$ cat config.mk
export PLATFORM = sky130hd
export DESIGN_NAME = sync_frame_tx_flat
export DESIGN_NICKNAME = d
export VERILOG_FILES = /design/src/rtl/sync_frame_pkg.sv /design/src/rtl/sync_frame_tx_if.sv /design/src/rtl/tx_shift_reg.sv /design/src/rtl/sync_frame_tx.sv /design/src/flat_wrapper.sv
export SDC_FILE = /design/constraint.sdc
export NUM_CORES = 1
export LEC_CHECK = 0
export CAP_MARGIN = 20
export CORE_MARGIN = 1.5
export CORE_UTILIZATION = 30
export DETAILED_ROUTE_END_ITERATION = 16
export SKIP_CTS_REPAIR_TIMING = 1
export SLEW_MARGIN = 20
export SYNTH_ARGS = -nofsm -noshare
export SYNTH_HDL_FRONTEND = slang
export SYNTH_SLANG_ARGS = --single-unit
$ cat constraint.sdc
create_clock -name clk -period 2.07 [get_ports clk]
set_input_delay 0.5175 -clock clk [delete_from_list [all_inputs] [get_ports clk]]
set_output_delay 0.5175 -clock clk [all_outputs]
set_load 0.03 [all_outputs]
$ cat src/rtl/sync_frame_pkg.sv
// Shared definitions for the sync-pattern link: FSM state encodings and the
// default sync word, also used by the detector's bench model.
package sync_frame_pkg;

  typedef enum logic [1:0] {
    ST_IDLE    = 2'd0,
    ST_SYNC    = 2'd1,
    ST_PAYLOAD = 2'd2,
    ST_DONE    = 2'd3
  } state_e;

  localparam int            SYNC_W    = 6;
  localparam logic [SYNC_W-1:0] SYNC_WORD = 6'b101011;

  function automatic int max_int(input int a, input int b);
    return (a > b) ? a : b;
  endfunction

endpackage

$ cat src/rtl/sync_frame_tx_if.sv
// Frame request / serial output bundle between a frame source and sync_frame_tx.
interface sync_frame_tx_if #(
  parameter int DATA_W = 8
);
  logic              start;
  logic [DATA_W-1:0] data_in;
  logic              data_out;
  logic              valid;
  logic              busy;
  logic              done;
  logic [1:0]        state;

  modport master (
    output start, data_in,
    input  data_out, valid, busy, done, state
  );

  modport slave (
    input  start, data_in,
    output data_out, valid, busy, done, state
  );
endinterface

$ cat src/rtl/tx_shift_reg.sv
// Load / shift-left register presenting its MSB as the serial bit; clear wins
// over load, load wins over shift.
module tx_shift_reg #(
  parameter int W = 14
) (
  input  logic         clk,
  input  logic         clr_i,
  input  logic         load_i,
  input  logic         shift_i,
  input  logic [W-1:0] load_val_i,
  output logic         msb_o
);

  logic [W-1:0] sreg_q, sreg_d;

  always_comb begin
    sreg_d = sreg_q;
    if (clr_i)        sreg_d = '0;
    else if (load_i)  sreg_d = load_val_i;
    else if (shift_i) sreg_d = {sreg_q[W-2:0], 1'b0};
  end

  always_ff @(posedge clk) begin
    sreg_q <= sreg_d;
  end

  assign msb_o = sreg_q[W-1];

endmodule

$ cat src/rtl/sync_frame_tx.sv
// Serial frame transmitter: sync word then latched payload, MSB-first, one bit
// per clock; outputs decode the registered state and shifter.
module sync_frame_tx
  import sync_frame_pkg::*;
#(
  parameter int               PAT_W   = SYNC_W,
  parameter logic [PAT_W-1:0] PATTERN = SYNC_WORD,
  parameter int               DATA_W  = 8
) (
  input  logic          clk,
  input  logic          reset,
  sync_frame_tx_if.slave bus
);

  localparam int CNT_W = $clog2(max_int(PAT_W, DATA_W)) + 1;
  localparam logic [CNT_W-1:0] PAT_LAST = CNT_W'(PAT_W - 1);
  localparam logic [CNT_W-1:0] DAT_LAST = CNT_W'(DATA_W - 1);

  state_e           state_q, state_d;
  logic [CNT_W-1:0] cnt_q, cnt_d;
  logic             load, shift, msb;

  tx_shift_reg #(.W(PAT_W + DATA_W)) u_shift (
    .clk        (clk),
    .clr_i      (reset),
    .load_i     (load),
    .shift_i    (shift),
    .load_val_i ({PATTERN, bus.data_in}),
    .msb_o      (msb)
  );

  always_ff @(posedge clk) begin
    if (reset) begin
      state_q <= ST_IDLE;
      cnt_q   <= '0;
    end else begin
      state_q <= state_d;
      cnt_q   <= cnt_d;
    end
  end

  // start is only looked at in IDLE, so requests during a frame are dropped
  always_comb begin
    state_d = state_q;
    cnt_d   = cnt_q;
    load    = 1'b0;
    shift   = 1'b0;
    case (state_q)
      ST_IDLE: begin
        if (bus.start) begin
          state_d = ST_SYNC;
          cnt_d   = '0;
          load    = 1'b1;
        end
      end
      ST_SYNC: begin
        shift = 1'b1;
        if (cnt_q == PAT_LAST) begin
          state_d = ST_PAYLOAD;
          cnt_d   = '0;
        end else begin
          cnt_d = cnt_q + 1'b1;
        end
      end
      ST_PAYLOAD: begin
        shift = 1'b1;
        if (cnt_q == DAT_LAST) state_d = ST_DONE;
        else                   cnt_d   = cnt_q + 1'b1;
      end
      ST_DONE: state_d = ST_IDLE;
      default: state_d = ST_IDLE;
    endcase
  end

  always_comb begin
    bus.data_out = 1'b0;
    bus.valid    = 1'b0;
    bus.busy     = 1'b0;
    bus.done     = 1'b0;
    bus.state    = state_q;
    case (state_q)
      ST_SYNC, ST_PAYLOAD: begin
        bus.valid    = 1'b1;
        bus.busy     = 1'b1;
        bus.data_out = msb;
      end
      ST_DONE: begin
        bus.busy = 1'b1;
        bus.done = 1'b1;
      end
      default: ;
    endcase
  end

endmodule
$ cat src/flat_wrapper.sv
// flat-port wrapper written by rule: the top's interface ports become plain ports
module sync_frame_tx_flat import sync_frame_pkg::*;
#(
  parameter int               PAT_W   = SYNC_W,
  parameter logic [PAT_W-1:0] PATTERN = SYNC_WORD,
  parameter int               DATA_W  = 8
)
  (clk, reset, bus_start, bus_data_in, bus_data_out, bus_valid, bus_busy, bus_done, bus_state);
  sync_frame_tx_if #(.DATA_W(DATA_W)) bus_i ();
  input  logic clk;
  input  logic reset;
  input wire logic [$bits(bus_i.start)-1:0] bus_start;
  input wire logic [$bits(bus_i.data_in)-1:0] bus_data_in;
  output wire logic [$bits(bus_i.data_out)-1:0] bus_data_out;
  output wire logic [$bits(bus_i.valid)-1:0] bus_valid;
  output wire logic [$bits(bus_i.busy)-1:0] bus_busy;
  output wire logic [$bits(bus_i.done)-1:0] bus_done;
  output wire logic [$bits(bus_i.state)-1:0] bus_state;
  assign bus_i.start = bus_start;
  assign bus_i.data_in = bus_data_in;
  assign bus_data_out = bus_i.data_out;
  assign bus_valid = bus_i.valid;
  assign bus_busy = bus_i.busy;
  assign bus_done = bus_i.done;
  assign bus_state = bus_i.state;
  sync_frame_tx #(.PAT_W(PAT_W), .PATTERN(PATTERN), .DATA_W(DATA_W)) u_core (.clk(clk), .reset(reset), .bus(bus_i));
endmodule
==> reports/metrics.csv, run 1 <==
metric,value,unit
status,"complete, no violations",
Worst setup SP type,flip-flop,
drc violations,0,
"Net Count, Synth",127,
Post-Synthesis Cells,109,
Worst path depth,4,
largest net degree at the start of global routing,21,
Sequential Power Share,0.328,
"commonest non-fill, non-tap cells in the layout","dfxtp_1, mux2i_1, nor2_1, clkdlybuf4s50_1, a21oi_1",
clock-pin transition on the worst setup and hold timing paths,100,ps
RSZ-0062 raised after global routing,no,
Mapped Area,1020,µm²
CTS buffer count,3,
"delay-heaviest family, CP",flip-flops,
Syn-to-layout area delta,24.9,%
first-pass GRT wire length,3390,µm
GPL Wtd Cong,0.744,
"most common cell after layout, fill and taps aside",dfxtp_1,
die width,61.4,µm
required time worst endpoint,1550,ps
crit-path cells,"inv_1, ha_4, and2_2, buf_4",
Setup crit end kind,output port,
mean area per synthesized cell,9.39,µm²
WL final,1910,µm
Syn. warnings,0,
Max H-tree Level,1,
GRT Total Usage,0.123,
cell row count,21,
hpwl dp,1430,µm
slowest CP cell,dfxtp_2,
Bufs and invs on worst path,2,
crit path max fanout,6,
worst relative slew slack,0.788,
setup violators final,0,
post-route ant nets,0,
Gate power share,0.573,
clock latency on the worst-skew pair,290,ps
Placement Cell Area,1250,µm²
sequential cell area fraction in the yosys report,0.391,
Worst Setup SP,u_core.bus.state[0]$_SDFFE_PP0P_,
number of global-route vias before repair,806,
final hold vios,0,
FMAX,0.527,GHz
Iter 0 DRT Violations,42,
I/O pins,17,
Internal Pwr Total,0.00104,W
"reg-to-reg slack, setup",530,ps
share of layout cells above drive strength 1,0.119,
crit-path max cell delay,380,ps
CTS root buf,clkbuf_4,
Worst Path Arrival,1380,ps
Congestion Overflow GR,0,
number of buffers added on ports,16,
Via density,4.67,
Reg area,403,µm²
Layout Nets,146,
clock sink count,20,
ant diodes,0,
cell taking the most area after synthesis,dfxtp_1,
minimum clock period after layout,1900,ps
Multi-input gate area,594,µm²
top cell type's share of synthesized area,0.391,
sw power,0.000724,W
clk buf depth,2,
Util after Layout,0.386,
worst-margin pin slew,317,ps
Worst Skew,5.03,ps
Final period util,0.916,
Seq cells post-synth,20,
DRT Pass-1 Iters,4,
Net Sw Frac,0.410,
Cell Pwr Density,1380,nW/µm²
CTS tree,built,
Initial Util,0.309,
r2r endpoint,u_core.cnt_q[2]$_SDFFE_PP0P_,
initial antenna violation count,0,
VDD IR max,0.461,mV
DR vias,804,
Reg2Reg Depth,6,
Final Cell Area,1280,µm²
Slew Limit Fails,0,
core area,3310,µm²
post-DR wirelength/cell,11.1,µm
Clk pwr share,0.099,
Synth area leaders,"dfxtp_1, mux2i_1, ha_1",
Min-Delay Path Class,reg -> reg,
CP Capture Point,bus_data_out,
die height,61.4,µm
kind of critical path,reg -> out,
number of max-cap violations,0,
fill cell count,359,
Cell variety after synth,27,
Crit Reg-Reg Startpoint,u_core.bus.state[0]$_SDFFE_PP0P_,
Pleak,0.510,nW
Die ar.,3770,µm²
cells in the mapped netlist:
cell type   n
nor2b_1     2
buf_4       1
nor4b_1     1
nor3_1      2
a221oi_4    1
nand3b_1    4
nor4bb_1    1
ha_1        7
nand4b_1    1
nand3b_2    1
nand2b_1    1
a211oi_1    7
and2_1      2
o21ai_0     2
inv_1       5
clkbuf_1    3
nand2_1     5
mux2i_1    14
o21ai_1     1
a21oi_1     8
nand3_1     4
buf_2       1
and3_1      1
a211oi_2    1
a31oi_1     1
dfxtp_1    20
nor2_1     12
per-layer routing:
metal / vias up / GRT usage / wire [µm]
li1: 423 / - / -
met1: 361 / 0.151 / 858
met2: 18 / 0.211 / 955
met3: 2 / 0.0189 / 86
met4: 0 / 0.0547 / 10
met5: - / 0 / 0
kinds of logic (layout without fill, tap and decap cells):
group | after synthesis | count (layout) | synth area share
compound gates | 21 | 21 | 0.149
fa+ha+maj | 7 | 7 | 0.0856
buf+inv | 10 | 27 | 0.0416
flops | 20 | 20 | 0.391
mux | 14 | 14 | 0.137
simple gates | 37 | 37 | 0.196
flip-flops by register name, summed over array words and instances, names as in the netlist:
signal	count
u_core.u_shift.sreg_q	14
u_core.cnt_q	4
u_core.bus.state	2
power groups by stage:
stage               registers (W)  clock network, W  logic (W)
detailed placement       0.000589                 0    0.00102
global placement         0.000581                 0    0.00101
finish                   0.000579          0.000175    0.00101
CTS                      0.000580          0.000187    0.00103
floorplan                0.000604                 0   0.000777
global route             0.000599          0.000203    0.00111
area by class of cell:
cell class                      instances  share of cell area
Multi-Input combinational cell         79               0.465
Sequential cell                        20               0.315
Timing Repair Buffer                   19               0.143
Tap cell                               46              0.0450
Clock buffer                            3              0.0176
Inverter                                5              0.0147
tightest hold or removal path, cell delays in order, from the launching register on:
cell and delay [ps]:
dfxtp_1 330, nand3b_1 80, a21oi_1 60
how the worst min path moves through the flow:
stage / start / to / slack (ps) / depth (start not counted)
floorplan: u_core.u_shift.sreg_q[0]$_SDFFE_PP0P_ / u_core.u_shift.sreg_q[0]$_SDFFE_PP0P_ / 460 / 2
global placement: u_core.u_shift.sreg_q[0]$_SDFFE_PP0P_ / u_core.u_shift.sreg_q[0]$_SDFFE_PP0P_ / 470 / 2
detailed placement: u_core.u_shift.sreg_q[0]$_SDFFE_PP0P_ / u_core.u_shift.sreg_q[0]$_SDFFE_PP0P_ / 490 / 2
CTS: u_core.u_shift.sreg_q[0]$_SDFFE_PP0P_ / u_core.u_shift.sreg_q[0]$_SDFFE_PP0P_ / 510 / 2
global route: u_core.u_shift.sreg_q[0]$_SDFFE_PP0P_ / u_core.u_shift.sreg_q[0]$_SDFFE_PP0P_ / 540 / 2
finish: u_core.u_shift.sreg_q[0]$_SDFFE_PP0P_ / u_core.u_shift.sreg_q[0]$_SDFFE_PP0P_ / 500 / 2
stage by stage:
step | cells | power [W] | setup TNS (ps) | setup WS (ps) | hold slack, ps
after floorplan | 109 | 0.00138 | 0 | 46.0 | 460
after global placement | 169 | 0.00159 | 0 | 248 | 474
after detailed placement | 169 | 0.00161 | 0 | 230 | 486
after CTS | 172 | 0.00180 | -175 | -111 | 505
after global routing | 172 | 0.00192 | 0 | 82.1 | 537
final | 172 | 0.00176 | 0 | 173 | 503
(Power assumes the default switching activity.)
==> run 2: changes to the inputs <==
--- a/config.mk
+++ b/config.mk
@@ -6,9 +6,10 @@
 export NUM_CORES = 1
 export LEC_CHECK = 0
 export CAP_MARGIN = 20
-export CORE_MARGIN = 1.5
-export CORE_UTILIZATION = 30
+export CORE_MARGIN = 4
+export CORE_UTILIZATION = 51
 export DETAILED_ROUTE_END_ITERATION = 16
+export PLACE_DENSITY = 0.77
 export SKIP_CTS_REPAIR_TIMING = 1
 export SLEW_MARGIN = 20
 export SYNTH_ARGS = -nofsm -noshare
==> reports/metrics.csv, run 2 (same netlist as run 1, synthesis figures left out) <==
metric,value,unit,change
Initial Util,0.562,,+0.253
CTS tree,built,,
share of layout cells above drive strength 1,0.119,,unchanged
crit path max fanout,5,,-1
Final period util,0.918,,+0.00150
Iter 0 DRT Violations,7,,-83%
required time worst endpoint,1550,ps,about the same
met1 GRT Util,0.183,,+0.0321
core area,1820,µm²,-45%
minimum clock period after layout,1900,ps,+3.10 ps
M2 GR Usage,0.304,,+0.0925
GPL Wtd Cong,0.686,,-7.8%
DRT Pass-1 Iters,4,,unchanged
cell row count,15,,-29%
"most common cell after layout, fill and taps aside",dfxtp_1,,
grt met3 use,0.0342,,+0.0153
slowest CP cell,dfxtp_2,,
number of buffers added on ports,16,,unchanged
worst-margin pin slew,327,ps,+9.77 ps
drc violations,0,,unchanged
die width,52.8,µm,-14%
Pleak,0.510,nW,unchanged
Worst Path Arrival,1380,ps,about the same
initial antenna violation count,0,,unchanged
setup violators final,0,,unchanged
I/O pins,17,,unchanged
final hold vios,0,,unchanged
"delay-heaviest family, CP",flip-flops,,
gr busiest metal,met2,,
Die ar.,2790,µm²,-26%
Cell Pwr Density,1420,nW/µm²,+2.7%
clock-pin transition on the worst setup and hold timing paths,100,ps,about the same
Setup crit end kind,output port,,
hpwl dp,1520,µm,+5.8%
Placed Cells,148,,-12%
Worst Skew,2.22,ps,-2.80 ps
post-DR wirelength/cell,13.5,µm,+21%
Layout Nets,146,,unchanged
Via density,5.44,,+16%
Syn-to-layout area delta,22.4,%,
Min-Delay Path Class,reg -> reg,,
CTS root buf,clkbuf_4,,
Slew Limit Fails,0,,unchanged
worst relative slew slack,0.782,,-0.00653
Worst setup SP type,flip-flop,,
GRT Total Usage,0.164,,+0.0412
Max H-tree Level,1,,unchanged
max reg flops,14,,unchanged
RSZ-0062 raised after global routing,no,,
largest net degree at the start of global routing,21,,unchanged
"commonest non-fill, non-tap cells in the layout","dfxtp_1, mux2i_1, nor2_1, clkdlybuf4s50_1, a21oi_1",,
status,"complete, no violations",,
post-route non-filler standard cell count,151,,-12%
clk buf depth,2,,unchanged
crit-path max cell delay,380,ps,about the same
WL final,2040,µm,+6.6%
crit-path cells,"inv_1, ha_4, and2_2, buf_4",,
die height,52.8,µm,-14%
Bufs and invs on worst path,2,,unchanged
Congestion Overflow GR,0,,unchanged
number of global-route vias before repair,824,,+2.2%
clock latency on the worst-skew pair,290,ps,about the same
DR vias,821,,+2.1%
ant diodes,0,,unchanged
clock sink count,20,,unchanged
VDD IR max,0.796,mV,+73%
post-route ant nets,0,,unchanged
FMAX,0.526,GHz,-0.16%
kind of critical path,reg -> out,,
first-pass GRT wire length,3390,µm,+0.21%
Final Total Pwr,0.00178,W,+0.63%
CTS buffer count,3,,unchanged
number of max-cap violations,0,,unchanged
Biggest register,u_core.u_shift.sreg_q,,
[run 2: routing by layer]
layer	part of all wire	wire length (µm)	vias up
met5	0	0	-
met4	0.0069	14	0
met3	0.030	62	2
met2	0.53	1080	15
met1	0.43	882	383
li1	-	-	421
[run 2: cell type report]
class	count	area (µm²)
clock buffers	3	22.5
repair buffers	19	183
flip-flops and latches	20	403
multi-input cells	79	594
fillers	147	568
inverters	5	18.8
well taps	25	31.3
[run 2: path summary, 6_finish.rpt]
path / startpoint / end / slack, ps / cells past startpoint
setup / recovery: u_core.bus.state[0]$_SDFFE_PP0P_ / bus_data_out / 170 / 4
hold / removal: u_core.u_shift.sreg_q[0]$_SDFFE_PP0P_ / u_core.u_shift.sreg_q[0]$_SDFFE_PP0P_ / 500 / 2
setup reg to reg: u_core.bus.state[0]$_SDFFE_PP0P_ / u_core.cnt_q[3]$_SDFFE_PP0P_ / 490 / 6
hold reg to reg: u_core.u_shift.sreg_q[0]$_SDFFE_PP0P_ / u_core.u_shift.sreg_q[0]$_SDFFE_PP0P_ / 500 / 2
[run 2: worst min-delay path: cells and delay by family (launching register included)]
family | cells | cell delay (ps)
simple gates | 1 | 70
compound gates | 1 | 60
flops | 1 | 330
[run 2: per-stage QoR]
stage | utilization | cell area, µm² | TNS, ps | setup WS (ps) | hold WS [ps]
after global routing | 0.688 | 1250 | 0 | 113 | 519
final | 0.688 | 1250 | 0 | 170 | 501
after detailed placement | 0.673 | 1220 | 0 | 197 | 485
after global placement | 0.673 | 1220 | 0 | 231 | 470
after floorplan | - | 1040 | 0 | 46.0 | 460
after CTS | 0.685 | 1250 | -221 | -141 | 503
[run 2: report_power, final]
| part | total, W | internal, W | switching, W |
|---|---|---|---|
| registers | 0.000578 | 0.000505 | 0.0000731 |
| clock network | 0.000177 | 0.0000676 | 0.000110 |
| logic | 0.00102 | 0.000468 | 0.000552 |
==> run 3: changes to the inputs <==
--- a/config.mk
+++ b/config.mk
@@ -7,11 +7,9 @@
 export LEC_CHECK = 0
 export CAP_MARGIN = 20
 export CORE_MARGIN = 4
-export CORE_UTILIZATION = 51
+export CORE_UTILIZATION = 32
 export DETAILED_ROUTE_END_ITERATION = 16
-export PLACE_DENSITY = 0.77
 export SKIP_CTS_REPAIR_TIMING = 1
-export SLEW_MARGIN = 20
 export SYNTH_ARGS = -nofsm -noshare
 export SYNTH_HDL_FRONTEND = slang
 export SYNTH_SLANG_ARGS = --single-unit
==> reports/metrics.csv, run 3 (same netlist as run 1, synthesis figures left out) <==
metric,value,unit,change
die width,64.6,µm,+22%
Util after Layout,0.442,,-0.246
drc violations,0,,unchanged
post-DR wirelength/cell,12.1,µm,-10%
kind of critical path,reg -> out,,
Layout Nets,154,,+5.5%
Slew Limit Fails,0,,unchanged
DR vias,846,,+3.0%
worst relative slew slack,0.619,,-0.162
crit path max fanout,6,,+1
number of global-route vias before repair,851,,+3.3%
hpwl dp,1600,µm,+5.7%
first-pass GRT wire length,3720,µm,+9.6%
initial antenna violation count,0,,unchanged
ant diodes,0,,unchanged
"reg-to-reg slack, setup",480,ps,about the same
Die ar.,4170,µm²,+50%
share of layout cells above drive strength 1,0.178,,+0.0587
Initial Util,0.335,,-0.227
CTS tree,built,,
max reg flops,14,,unchanged
setup violators final,0,,unchanged
final hold vios,0,,unchanged
Final period util,0.923,,+0.00471
minimum clock period after layout,1910,ps,+9.76 ps
"most common cell after layout, fill and taps aside",dfxtp_1,,
fill cell count,313,,+110%
cell row count,20,,+5
required time worst endpoint,1550,ps,about the same
CTS buffer count,3,,unchanged
Reg2Reg Depth,7,,+1
Placement Cell Area,1260,µm²,+2.6%
number of buffers added on ports,16,,unchanged
status,"complete, no violations",,
Max H-tree Level,1,,unchanged
RSZ-0062 raised after global routing,no,,
Congestion Overflow GR,0,,unchanged
post-route ant nets,0,,unchanged
Final Total Pwr,0.00202,W,+14%
GPL Wtd Cong,0.827,,+20%
r2r endpoint,u_core.cnt_q[3]$_SDFFE_PP0P_,,
CP Capture Point,bus_data_out,,
CTS root buf,clkbuf_4,,
number of max-cap violations,0,,unchanged
die height,64.6,µm,+22%
Final Cell Area,1350,µm²,+7.8%
Worst setup SP type,flip-flop,,
clk buf depth,2,,unchanged
VDD IR max,0.523,mV,-34%
Cell Pwr Density,1490,nW/µm²,+5.3%
worst-margin pin slew,570,ps,+243 ps
clock sink count,20,,unchanged
"commonest non-fill, non-tap cells in the layout","dfxtp_1, mux2i_1, buf_4",,
Pleak,0.557,nW,+9.3%
Syn-to-layout area delta,31.9,%,
clock latency on the worst-skew pair,290,ps,about the same
core area,3050,µm²,+68%
Min-Delay Path Class,reg -> reg,,
Worst Path Arrival,1390,ps,about the same
Setup crit end kind,output port,,
FMAX,0.524,GHz,-0.51%
Worst Setup SP,u_core.bus.state[1]$_SDFFE_PP0P_,,
WL final,2160,µm,+6.2%
Biggest register,u_core.u_shift.sreg_q,,
I/O pins,17,,unchanged
Iter 0 DRT Violations,44,,+37
Worst Skew,7.25,ps,+5.03 ps
DRT Pass-1 Iters,4,,unchanged
Via density,4.73,,-13%
GRT Total Usage,0.112,,-0.0518
largest net degree at the start of global routing,21,,unchanged
clock-pin transition on the worst setup and hold timing paths,110,ps,about the same
Crit Reg-Reg Startpoint,u_core.bus.state[1]$_SDFFE_PP0P_,,
-- run 3: cell count changes in the layout (fill, tap and decap cells not counted), sizes merged --
cell / change
clkbuf: +1
buf: +8
-- run 3: worst max-delay path, stage by stage, from the launching register on --
cell     delay [ps]
dfxtp_2         380
inv_1           110
ha_4            280
and2_2          170
buf_4           160
-- run 3: worst min path at each step --
stage	start	endpoint	slack [ps]	cells after the start
final	u_core.u_shift.sreg_q[0]$_SDFFE_PP0P_	u_core.u_shift.sreg_q[0]$_SDFFE_PP0P_	500	2
after global routing	u_core.u_shift.sreg_q[0]$_SDFFE_PP0P_	u_core.u_shift.sreg_q[0]$_SDFFE_PP0P_	540	2
after CTS	u_core.u_shift.sreg_q[0]$_SDFFE_PP0P_	u_core.u_shift.sreg_q[0]$_SDFFE_PP0P_	500	2
after detailed placement	u_core.u_shift.sreg_q[0]$_SDFFE_PP0P_	u_core.u_shift.sreg_q[0]$_SDFFE_PP0P_	480	2
after global placement	u_core.u_shift.sreg_q[0]$_SDFFE_PP0P_	u_core.u_shift.sreg_q[0]$_SDFFE_PP0P_	470	2
after floorplan	u_core.u_shift.sreg_q[0]$_SDFFE_PP0P_	u_core.u_shift.sreg_q[0]$_SDFFE_PP0P_	460	2
-- run 3: area by class of cell --
type / count / area [µm²] / area share
inverters: 5 / 18.8 / 0.0139
multi-input cells: 79 / 594 / 0.440
well taps: 44 / 55.1 / 0.0408
flip-flops and latches: 20 / 403 / 0.298
clock buffers: 4 / 36.3 / 0.0269
repair buffers: 27 / 243 / 0.180
-- run 3: stage by stage --
stage / setup slack (ps) / hold WS, ps / std cells / TNS [ps]
floorplan: 46.0 / 460 / 109 / 0
global placement: 244 / 471 / 168 / 0
detailed placement: 205 / 481 / 168 / 0
CTS: -140 / 500 / 172 / -206
global route: 62.7 / 535 / 179 / 0
finish: 160 / 500 / 179 / 0
-- run 3: routing by layer --
metal / track usage / part of all wire / vias up / wire [µm]
li1: - / - / 441 / -
met1: 0.134 / 0.48 / 393 / 1030
met2: 0.198 / 0.48 / 12 / 1040
met3: 0.0208 / 0.041 / 0 / 88
met4: 0.0396 / 0 / 0 / 0
met5: 0 / 0 / - / 0
-- run 3: power breakdown --
part | switching, W | internal (W) | total [W]
clock | 0.000117 | 0.000107 | 0.000224
sequential | 0.0000755 | 0.000505 | 0.000581
combinational | 0.000599 | 0.000613 | 0.00121
total | 0.000791 | 0.00123 | 0.00202
